**src/rtl/osc_pkg.sv**
```systemverilog
// Shared types for the time-multiplexed oscillator bank.
// Waveform modes and sweep FSM states.
package osc_pkg;

  typedef enum logic [1:0] {
    SAW_UP = 2'd0,
    SAW_DN = 2'd1,
    SQUARE = 2'd2,
    TRI    = 2'd3
  } wave_e;

  typedef enum logic {
    IDLE = 1'b0,
    RUN  = 1'b1
  } fsm_e;

endpackage

```
**src/rtl/osc_wave_shaper.sv**
```systemverilog
// Combinational phase -> signed sample shaper.
// Shared by the oscillator bank and the LFO block.
module osc_wave_shaper
  import osc_pkg::*;
#(
  parameter int PHASE_W = 32,
  parameter int OUT_W   = 24,
  parameter int PW_W    = 16
) (
  input  logic [PHASE_W-1:0] phase,
  input  wave_e              wave,
  input  logic [PW_W-1:0]    pw,
  output logic [OUT_W-1:0]   sample
);

  localparam int M = PHASE_W - 1;

  localparam logic [OUT_W-1:0] POS_MAX =
    {1'b0, {(OUT_W-1){1'b1}}};
  localparam logic [OUT_W-1:0] NEG_MAX =
    {1'b1, {(OUT_W-2){1'b0}}, 1'b1};

  logic [OUT_W-1:0] t;
  logic [OUT_W-1:0] f;
  logic [OUT_W-1:0] saw;
  logic [OUT_W-1:0] tri_w;
  logic [OUT_W-1:0] sq;

  assign t = phase[M -: OUT_W];
  // Fold the upper half back down to get a symmetric ramp.
  assign f = phase[M] ? ~phase[M-1 -: OUT_W]
                      :  phase[M-1 -: OUT_W];

  assign saw   = {~t[OUT_W-1], t[OUT_W-2:0]};
  assign tri_w = {~f[OUT_W-1], f[OUT_W-2:0]};
  assign sq    = (phase[M -: PW_W] < pw) ? POS_MAX
                                         : NEG_MAX;

  always_comb begin
    sample = saw;
    unique case (1'b1)
      wave == SAW_UP: sample = saw;
      wave == SAW_DN: sample = ~saw;
      wave == SQUARE: sample = sq;
      wave == TRI:    sample = tri_w;
    endcase
  end

endmodule

```
**src/rtl/osc_bank_tdm.sv**
```systemverilog
// Multi-voice phase-accumulator oscillator bank.
// One shaper is swept over all voices per sample tick.
module osc_bank_tdm
  import osc_pkg::*;
#(
  parameter int NUM_VOICES = 8,
  parameter int PHASE_W    = 32,
  parameter int OUT_W      = 24,
  parameter int PW_W       = 16,
  localparam int VW        = $clog2(NUM_VOICES)
) (
  input  logic                  clk_in,
  input  logic                  rst_in,
  input  logic                  step_in,
  input  logic                  cfg_we,
  input  logic [VW-1:0]         cfg_voice,
  input  logic [PHASE_W-1:0]    cfg_incr,
  input  logic [1:0]            cfg_wave,
  input  logic [PW_W-1:0]       cfg_pw,
  input  logic [NUM_VOICES-1:0] sync_in,
  output logic                  sample_valid,
  input  logic                  sample_ready,
  output logic [OUT_W-1:0]      sample_data,
  output logic [VW-1:0]         sample_voice,
  output logic                  sample_last,
  output logic                  overrun
);

  localparam logic [VW-1:0] LAST = VW'(NUM_VOICES - 1);
  localparam logic [PW_W-1:0] PW_RST =
    {1'b1, {(PW_W-1){1'b0}}};

  fsm_e state_q, state_d;

  logic [PHASE_W-1:0]    phase  [NUM_VOICES];
  logic [PHASE_W-1:0]    incr_q [NUM_VOICES];
  wave_e                 wave_q [NUM_VOICES];
  logic [PW_W-1:0]       pw_q   [NUM_VOICES];
  logic [NUM_VOICES-1:0] sync_pend;
  logic [NUM_VOICES-1:0] sync_clr;
  logic [VW-1:0]         idx;

  logic               cfg_ok;
  logic               fire;
  logic [VW-1:0]      nidx;
  logic [VW-1:0]      sel;
  logic [PHASE_W-1:0] incr_eff;
  wave_e              wave_s;
  logic [PW_W-1:0]    pw_s;
  logic [OUT_W-1:0]   shaped;

  assign cfg_ok = cfg_we &&
    ({1'b0, cfg_voice} < (VW+1)'(NUM_VOICES));
  assign fire = (state_q == RUN) && sample_valid &&
                sample_ready;
  assign nidx = (idx == LAST) ? '0 : idx + 1'b1;
  assign sel  = (state_q == IDLE) ? '0 : nidx;

  // Bypass same-cycle config writes into the datapath.
  assign incr_eff = (cfg_ok && cfg_voice == idx) ?
                    cfg_incr : incr_q[idx];
  assign wave_s = (cfg_ok && cfg_voice == sel) ?
                  wave_e'(cfg_wave) : wave_q[sel];
  assign pw_s   = (cfg_ok && cfg_voice == sel) ?
                  cfg_pw : pw_q[sel];

  always_comb begin
    sync_clr = '0;
    if (fire) sync_clr[idx] = 1'b1;
  end

  osc_wave_shaper #(
    .PHASE_W (PHASE_W),
    .OUT_W   (OUT_W),
    .PW_W    (PW_W)
  ) u_shaper (
    .phase  (phase[sel]),
    .wave   (wave_s),
    .pw     (pw_s),
    .sample (shaped)
  );

  always_comb begin
    state_d = state_q;
    unique case (state_q)
      IDLE: if (step_in) state_d = RUN;
      RUN:  if (fire && idx == LAST) state_d = IDLE;
      default: state_d = IDLE;
    endcase
  end

  always_ff @(posedge clk_in) begin
    if (!rst_in) state_q <= IDLE;
    else         state_q <= state_d;
  end

  always_ff @(posedge clk_in) begin
    if (!rst_in) begin
      for (int v = 0; v < NUM_VOICES; v++) begin
        phase[v]  <= '0;
        incr_q[v] <= '0;
        wave_q[v] <= SAW_UP;
        pw_q[v]   <= PW_RST;
      end
      sync_pend    <= '0;
      idx          <= '0;
      sample_valid <= 1'b0;
      sample_data  <= '0;
      overrun      <= 1'b0;
    end else begin
      if (cfg_ok) begin
        incr_q[cfg_voice] <= cfg_incr;
        wave_q[cfg_voice] <= wave_e'(cfg_wave);
        pw_q[cfg_voice]   <= cfg_pw;
      end
      // A new request wins over a same-cycle clear.
      sync_pend <= sync_in | (sync_pend & ~sync_clr);
      if (state_q == RUN && step_in) overrun <= 1'b1;
      if (state_q == IDLE && step_in) begin
        idx          <= '0;
        sample_valid <= 1'b1;
        sample_data  <= shaped;
      end
      if (fire) begin
        phase[idx] <= sync_pend[idx] ? '0
                                     : phase[idx] + incr_eff;
        if (idx == LAST) begin
          sample_valid <= 1'b0;
        end else begin
          idx         <= nidx;
          sample_data <= shaped;
        end
      end
    end
  end

  assign sample_voice = idx;
  assign sample_last  = (idx == LAST);

endmodule
```
**config.mk**
```make
export PLATFORM = sky130hd
export DESIGN_NAME = osc_bank_tdm
export DESIGN_NICKNAME = d
export VERILOG_FILES = /design/src/rtl/osc_pkg.sv /design/src/rtl/osc_wave_shaper.sv /design/src/rtl/osc_bank_tdm.sv
export SDC_FILE = /design/constraint.sdc
export NUM_CORES = 1
export LEC_CHECK = 0
export CAP_MARGIN = 20
export CORE_AREA = 2 2 239 241
export CTS_BUF_LIST = sky130_fd_sc_hd__clkbuf_16
export CTS_CLUSTER_SIZE = 16
export DETAILED_ROUTE_END_ITERATION = 10
export DIE_AREA = 0 0 241 243
export GPL_TIMING_DRIVEN = 1
export PLACE_DENSITY = 0.78
export SLEW_MARGIN = 25
export SYNTH_ARGS = -nofsm -noshare
export SYNTH_HDL_FRONTEND = slang
export SYNTH_SLANG_ARGS = --single-unit
export TNS_END_PERCENT = 50
```
**constraint.sdc**
```tcl
create_clock -name clk_in -period 11.62 [get_ports clk_in]
set_input_delay 1.743 -clock clk_in [delete_from_list [all_inputs] [get_ports clk_in]]
set_output_delay 1.743 -clock clk_in [all_outputs]
set_load 0.05 [all_outputs]
```
Word-level counts from Yosys, hierarchy flattened
Memories as Yosys holds them, arrays and structs flattened. A register that Yosys moved wholly into a read port is not among the register bits. Index checks and enable logic that the tools add are counted.

Add/sub/neg operators: 2. $mul: 0. Divide/modulo/power cells: 0. Magnitude comparators: 3. Equal/unequal tests: 6. Shift operators: 0. Muxes and demuxes: 47. Bitwise gates (word level): 8. Reduce and logical (&&, ||, !) cells: 13.

Operators with widths (count): $mux 32 (4); $mux 24 (5); $pmux 24 s4 (1); $reduce_or 32->1 (2); $not 24->24 (2); $mux 3 (11); $add 32x32->32 (1); $mux 16 (2); $mux 1 (18); $lt 16x16->1 (1); $reduce_or 16->1 (1); $and 8x8->8 (1); $logic_and 1x1->1 (8); $mux 8 (1); $not 8->8 (1); $or 8x8->8 (1); $eq 3x3->1 (2); $eq 2x2->1 const B (2); $lt 3x4->1 const B (1); $mux 2 (2); $add 3x1->3 const B (1); $bmux 1 s3 (1); $demux 1 s3 (1); $eq 3x3->1 const B (1); other kinds (6) (8).

Register bits after elaboration: 38. Bits in latches: 0. Memory bits (writable): 656. ROM bits: 0. Bits of input ports: 66. Output and inout port bits: 30. Memories: 4.

Memory list: incr_q (depth 8, bits a word 32, read ports 1, clocked after Yosys merged registers in 1, wr ports 8, line osc_bank_tdm.sv:36) `logic [PHASE_W-1:0] incr_q [NUM_VOICES];`; phase (depth 8, bits a word 32, read ports 2, clocked after Yosys merged registers in 1, wr ports 8, line osc_bank_tdm.sv:35) `logic [PHASE_W-1:0] phase [NUM_VOICES];`; pw_q (depth 8, bits a word 16, read ports 1, clocked after Yosys merged registers in 0, wr ports 8, line osc_bank_tdm.sv:38) `logic [PW_W-1:0] pw_q [NUM_VOICES];`; wave_q (depth 8, bits a word 2, read ports 1, clocked after Yosys merged registers in 0, wr ports 8, line osc_bank_tdm.sv:37) `wave_e wave_q [NUM_VOICES];`.

Depth between registers and ports, before layout
Gate-level depths: netlist (run 1).

Depth after elaboration: 12. Gate-level depth with buffers: 21.

Hierarchy
Synthesis (run 1) repeated with hierarchy kept, for this count alone.

Cells, all modules: 2732. Area, all modules: 34454.3 µm².

By module, submodules not included: osc_bank_tdm (times used 1, cells each 2544, area each 33081.7 µm²); osc_wave_shaper (times used 1, cells each 188, area each 1372.6 µm²).

Worst setup path after synthesis (run 1)
No wires, ideal clock.

Path type: input-to-reg. Start: input port rst_in. End: memory incr_q[3][0], enable pin. Arrival time: 6.244 ns. Data required time: 11.093 ns. Setup slack: 4.849 ns. Stages: 5. Path buffers: 2. Cell sequence: clkbuf_1 -> clkinv_1 -> or3_1 -> clkbuf_1 -> o21ai_0.

RTL lines: start: declaration (line osc_bank_tdm.sv:13) `input logic rst_in,`; end: declaration (line osc_bank_tdm.sv:36).

Worst setup path in the final report (run 1)
Start: register idx[0], in the netlist sample_voice[0]. End: register sample_data[2].

Longest elaborated chain between the ends: 12. Elaborated cells on any way between the ends: 24. Classes of those cells: add/sub (1); order compare (1); eq/ne (5); mux (10); bitwise (2); reduce/logical (2); memory (3).

RTL lines: start: declaration (line osc_bank_tdm.sv:41) `logic [VW-1:0] idx;`; start signal: assignment (line osc_bank_tdm.sv:130) `idx <= nidx;`; parallel branches: the longest is 11 deep, another holds $mem_v2 8x16; $mux 24 * (line osc_bank_tdm.sv:124) `if (fire) begin`; end signal: assignment (line osc_bank_tdm.sv:122) `sample_data <= shaped;`; end signal: assignment (line osc_bank_tdm.sv:131) `sample_data <= shaped;`; end: declaration (line osc_bank_tdm.sv:23) `output logic [OUT_W-1:0] sample_data,`.

Every way passes the cells marked *. A chain may end at the register's enable or synchronous reset.

==> results of run 1 <==
[metal layers]
layer | vias up | part of all wire [%] | wire length [um] | GRT usage [%]
met4 | 4 | 4.7 | 4680 | 16.3
li1 | 9970 | - | - | -
met5 | - | 0.030 | 30 | 0
met2 | 1793 | 45 | 45200 | 51.5
met3 | 300 | 13 | 13100 | 8.84
met1 | 11633 | 37 | 36500 | 46.9
[registers in the layout, summed over array words and instances (netlist names)]
register and flops:
overrun 1, sync_pend 8, sample_voice 3, phase 256, pw_q 128, wave_q 16, sample_valid 1, sample_data 24
state_q 1, incr_q 256
[path summary, 6_finish.rpt]
check,slack (ns),to,from
hold reg to reg,0.45,sample_data[1],sample_data[1]
setup reg to reg,5.04,sample_data[2],sample_voice[0]
setup / recovery,5.04,sample_data[2],sample_voice[0]
hold / removal,0.45,sample_data[1],sample_data[1]
[cell families after synthesis]
family                   synth area share, %
flip-flops                              61.3
AND/OR/NAND/NOR                         14.5
multiplexers                            7.12
adder cells (fa/ha/maj)                 1.86
buffers and inverters                   2.62
AO/OA/AOI/OAI                           10.9
XOR/XNOR                                1.78
[worst max-delay path, delay by kind of cell (launching register included)]
kind,cells,cell delay (ns)
buffers and inverters,3,1.56
AOI/OAI and AO/OA,11,3.09
DFF,1,0.31
adders and majority gates,3,0.94
and+or+nand+nor,2,0.31
xor gates and xnor gates,1,0.24
[where the power goes]
part / switching, mW / internal [mW] / total, mW
sequential: 0.0495 / 2.87 / 2.92
clock: 0.964 / 1.31 / 2.27
combinational: 0.475 / 0.235 / 0.709
[cell usage in the layout (no fill, tap or decap), drive strengths merged, types with 15 or more instances in the layout]
master and n:
a21o 22, a21oi 77, a221oi 60, a22o 50, a22oi 15, a31oi 28
and2 395, buf 62, clkbuf 75, clkdlybuf4s50 94, clkinv 24, dfxtp 38
edfxtp 656, ha 48, inv 55, mux2i 42, mux4 83, nand2 87
nand2b 16, nand3 36, nor2 327, nor3 34, o21ai 67, o221ai 25
o22a 23, o22ai 92, xnor2 46, xor2 22
[layout make-up]
class,count,area share (%)
diodes,1,0.00666
repair buffers,156,3.74
well taps,756,2.52
multi-input cells,1711,32.8
clock buffers,75,4.99
flip-flops and latches,694,54.4
clock inverters,54,1.15
inverters,34,0.340
[through the flow]
stage               cells  utilization (%)
floorplan            2619                -
global placement     3351             63.0
detailed placement   3351             63.0
CTS                  3480             67.1
global route         3481             67.2
finish               3481             67.2
==> run metrics, run 1 <==
Cell Area, Placed=35300 um2; Least-Margin Pin Slew=0.986 ns; Synth area leaders=edfxtp_1 59%, and2_1 7.4%, mux4_2 5.6%; clk_lat worst skew=a little over 0.6 ns; FF-to-FF path depth=20; critical path type=reg2reg; Final Cell Area=37600 um2; hold slack=about 0.45 ns; Clock Sink Count=694; slowest cell on the critical path=buf_4; Num CTS Buffers=73; GRT overflow=0; vias in the first global route=~24000; Synth Cell Area=33400 um2; Mapped Cells=2619; cell accounting for the most synthesized area=edfxtp_1; gr usage total=34.3%; starting density of the core=approximately three fifths; die width=241 um; Pwr Total=5.90 mW; PD cells=157 nW/um2; post-cts sizing count=0; Register Area=roughly 20000 um2; first-pass GRT wire length=148000 um; status=finished clean; Worst Path Arrival=~7 ns; Hold Path Class=reg2reg; wire length per cell=28.6 um; cts hold-fix bufs=0; most common flop cell mapped by yosys=edfxtp_1; Max IR drop VDD=around 0.13 mV; Max Clock Skew=approximately 0.016 ns; Rel. slew slack=34.3%; WL final=slightly below 100000 um; asr flop ratio synth=0%; sequential share of the synthesized area=61.3%; Crit path required time=approximately 12 ns; Yosys cell types=71; Max Root-Sink Buffers=3; period utilization=56.6%; # H-tree levels=3; drt via density=approximately 6.8; setup violators final=0; via count=approximately 24000; Max Fclk=0.152 GHz; Clock transition at path regs=about 0.060 ns; die area=just under 60000 um2; largest net degree at the start of global routing=64; postcts setup bufs=0; Synth-to-Final Area Change=12.5%; Tmin final=6.58 ns; crit-path max FO=43; Filler cells=3902; I/O Buffers=95; startpoint types=flip-flop; CP cell instances=buf_4, ha_1, ha_1, or3b_4, buf_4, xnor2_1, a211oi_4, buf_4, a21oi_1, a21oi_1, ha_1, a2111oi_0, o21ai_0, a31o_2, a21oi_1, nand3_1, o21ai_0, o311ai_4, a211oi_1, a21o_1; pre-CTS WS=4.81 ns; Synth top area share=59.0%; Post-synth EDFFs=656; Die Height=between 200 and 250 um; site row count=87; Placer Congestion=0.963; depth of the worst hold-timing path=1; kind of end point of the critical path=flip-flop; DRT Pass-1 Iters=8; Synth top cells by count=656 x edfxtp_1, 395 x and2_1, 326 x nor2_1, 143 x clkbuf_1, 92 x o22ai_1; antenna violations before repair=3; max_cap viols=0; Final Hold Fails=0; layout cells sized above 1=10.9%; RSZ-0062 raised after global routing=false; footprint of the multi-input gates=12300 um2; Syn Nets=2734; root buf cell=clkbuf_16; 1st-iter DRT viols=about 3700; fin nets=2785; most common cell in the netlist=edfxtp_1; DP HPWL=57900 um; total negative slack=0 ns; leakage=about 14 nW; fin. max-slew vios=0; synthesis-stage register bit count=between 600 and 700; final worst slack=about 5 ns; Avg Inst Size Synth=around 13 um2; DRC viols=0; warnings from Yosys=0; Routed Antenna Nets=0; core box area=approximately 56000 um2; Worst path max stage delay=0.70 ns; CTS tree=yes; boundary pin count=96
Power figures use the tool's default switching activity.
==> inputs of run 2 (changes only) <==
==> constraint.sdc (replaced) <==
create_clock -name clk_in -period 6.8 [get_ports clk_in]
set_input_delay 1.02 -clock clk_in [delete_from_list [all_inputs] [get_ports clk_in]]
set_output_delay 1.02 -clock clk_in [all_outputs]
set_load 0.05 [all_outputs]
==> run metrics, run 2 (same netlist as run 1, synthesis figures left out) <==
status=finished clean (unchanged); Worst Path Arrival=6.03 ns (was 7.13 ns); wire length per cell=28.7 um (was 28.6 um); drt via density=6.82 (was 6.81); post-cts sizing count=0 (unchanged); largest net degree at the start of global routing=54 (was 64); Max IR drop VDD=0.214 mV (was 0.128 mV); layout cells sized above 1=11.7% (was 10.9%); FF-to-FF Start=sample_voice[2] (was sample_voice[0]); clk_lat worst skew=0.64 ns (was 0.62 ns); PD cells=266 nW/um2 (was 157 nW/um2); Hold Path Class=reg2reg (unchanged); critical path type=reg2reg (unchanged); fin. max-slew vios=0 (unchanged); total negative slack=0 ns (unchanged); Die Height=243 um (unchanged); Worst path most repeated cell=o21ai_0; site row count=87 (unchanged); root buf cell=clkbuf_16 (unchanged); gr usage total=34.8% (was 34.3%); Clock Sink Count=694 (unchanged); crit-path max FO=21 (was 43); DP HPWL=60500 um (was 57900 um); Crit path required time=7.14 ns (was 12.17 ns); CP cell instances=buf_12, nand2_1, or2_2, buf_4, o22ai_1, nor3_1, ha_1, a211oi_1, o21ai_0, a221oi_1, a2bb2oi_1, o21a_1, o21ai_0, xnor2_1, nor2_1 (was buf_4, ha_1, ha_1, or3b_4, buf_4, xnor2_1, a211oi_4, buf_4, a21oi_1, a21oi_1, ha_1, a2111oi_0, o21ai_0, a31o_2, a21oi_1, nand3_1, o21ai_0, o311ai_4, a211oi_1, a21o_1); die area=58600 um2 (unchanged); FF-to-FF path depth=15 (was 20); Placer Congestion=0.930 (was 0.963); WL final=101000 um (was 99400 um); WP depth=15 (was 20); first-pass GRT wire length=149000 um (was 148000 um); starting density of the core=59.7% (unchanged); Rel. slew slack=31.0% (was 34.3%); leakage=13.8 nW (was 13.7 nW); RSZ-0062 raised after global routing=false (unchanged); reg2reg setup slack=1.11 ns (was 5.04 ns); # H-tree levels=3 (unchanged); CTS tree=yes (unchanged); cts hold-fix bufs=0 (unchanged); Max Fclk=0.176 GHz (was 0.152 GHz); Num CTS Buffers=72 (was 73); Final Hold Fails=0 (unchanged); setup violators final=0 (unchanged); vias in the first global route=23701 (was 23759); GRT overflow=0 (unchanged); Synth-to-Final Area Change=13.1% (was 12.5%); antenna violations before repair=1 (was 3); capturing point of the worst reg2reg path=phase[7][25] (was sample_data[2]); Least-Margin Pin Slew=1.03 ns (was 0.986 ns); Clock transition at path regs=0.07 ns (was 0.06 ns); commonest cells after routing, fill and taps aside=656 x edfxtp_1, 394 x and2_1, 316 x nor2_1, 94 x clkdlybuf4s50_1, 92 x o22ai_1 (was 656 x edfxtp_1, 395 x and2_1, 316 x nor2_1, 94 x clkdlybuf4s50_1, 92 x o22ai_1); slowest cell on the critical path=xnor2_1 (was buf_4); fin nets=2811 (was 2785); I/O Buffers=95 (unchanged); Routed Antenna Nets=0 (unchanged); postcts setup bufs=0 (unchanged); commonest non-fill, non-tap cell in the layout=edfxtp_1 (unchanged); DRC viols=0 (unchanged); core box area=56000 um2 (unchanged); max_cap viols=0 (unchanged); Max Root-Sink Buffers=3 (unchanged); Bufs and invs on worst path=2 (was 3); die width=241 um (unchanged); startpoint types=flip-flop (unchanged); Max Clock Skew=0.0251 ns (was 0.0158 ns); CP delay by family, top=simple AND/OR/NAND/NOR gates (was compound AO/OA/AOI/OAI gates); boundary pin count=96 (unchanged); kind of end point of the critical path=flip-flop (unchanged); Worst path max stage delay=0.73 ns (was 0.70 ns); via count=23935 (was 23700); depth of the worst hold-timing path=1 (unchanged); period utilization=83.6% (was 56.6%); 1st-iter DRT viols=3695 (was 3696); hold path startpoint=sample_data[6] (was sample_data[1]); DRT Pass-1 Iters=6 (was 8); top flop regs=incr_q x256, phase x256, pw_q x128 (unchanged); Tmin final=5.69 ns (was 6.58 ns); Util after Layout=67.5% (was 67.2%); Hold EP=sample_data[6] (was sample_data[1])
## run 2: cell types whose count changed in the layout (fill, tap and decap cells not counted), moves of 3 or more
cell | before | now
buf_12 | 0 | 3
clkinvlp_4 | 3 | 0
clkbuf_16 | 75 | 72
inv_1 | 52 | 47
clkinv_1 | 14 | 20
buf_4 | 61 | 85
## run 2: worst max path at each step
| stage | start | endpoint | slack (ns) |
|---|---|---|---|
| 6_report | sample_voice[2] | phase[7][25] | 1.11 |
| 2_1_floorplan | rst_in | incr_q[3][0] | 0.75 |
| 3_3_place_gp | cfg_voice[1] | phase[1][28] | 1.07 |
| 4_1_cts | sample_voice[0] | phase[3][28] | 1.27 |
| 5_1_grt | sample_voice[0] | sample_data[6] | 0.94 |
| 3_5_place_dp | cfg_voice[1] | phase[3][28] | 0.89 |
## run 2: metal layers
| metal | up-vias | GRT usage [%] | wire, um |
|---|---|---|---|
| met1 | 11738 | 48.0 | 36900 |
| li1 | 10033 | - | - |
| met4 | 2 | 15.5 | 4930 |
| met5 | - | 0 | 11 |
| met2 | 1834 | 52.6 | 45900 |
| met3 | 328 | 8.45 | 13000 |
## run 2: layout make-up
| cell class | instances | area (um2) |
|---|---|---|
| clock buffer | 72 | 1800 |
| clock inverter | 56 | 478 |
| antenna | 1 | 2.50 |
| fill | 3905 | 18200 |
| timing repair buffer | 183 | 1640 |
| multi-input combinational | 1711 | 12300 |
| inverter | 34 | 128 |
| sequential | 694 | 20500 |
| tap | 756 | 946 |
## run 2: through the flow
stage	setup WS [ns]	instances	power (mW)	hold WS, ns	instance area, um2
floorplan	0.752	2619	5.83	0.445	33400
global placement	1.07	3378	6.22	0.441	35500
detailed placement	0.893	3378	6.26	0.438	35500
CTS	1.27	3506	10.0	0.454	37800
global route	0.939	3506	10.3	0.478	37800
finish	1.11	3507	10.1	0.450	37800
## run 2: worst register-to-register path, delay by kind of cell, from the launching register on
family	cells	cell delay, ns
buffers and inverters	2	0.59
adders and majority gates	1	0.42
AOI/OAI and AO/OA	7	1.54
DFF	1	0.44
and+or+nand+nor	4	1.68
xor gates and xnor gates	1	0.73
## run 2: power by group
| part | switching, mW | internal [mW] | total, mW |
|---|---|---|---|
| logic | 0.811 | 0.406 | 1.22 |
| registers | 0.0868 | 4.90 | 4.99 |
| clock network | 1.71 | 2.14 | 3.85 |
| total | 2.60 | 7.45 | 10.1 |
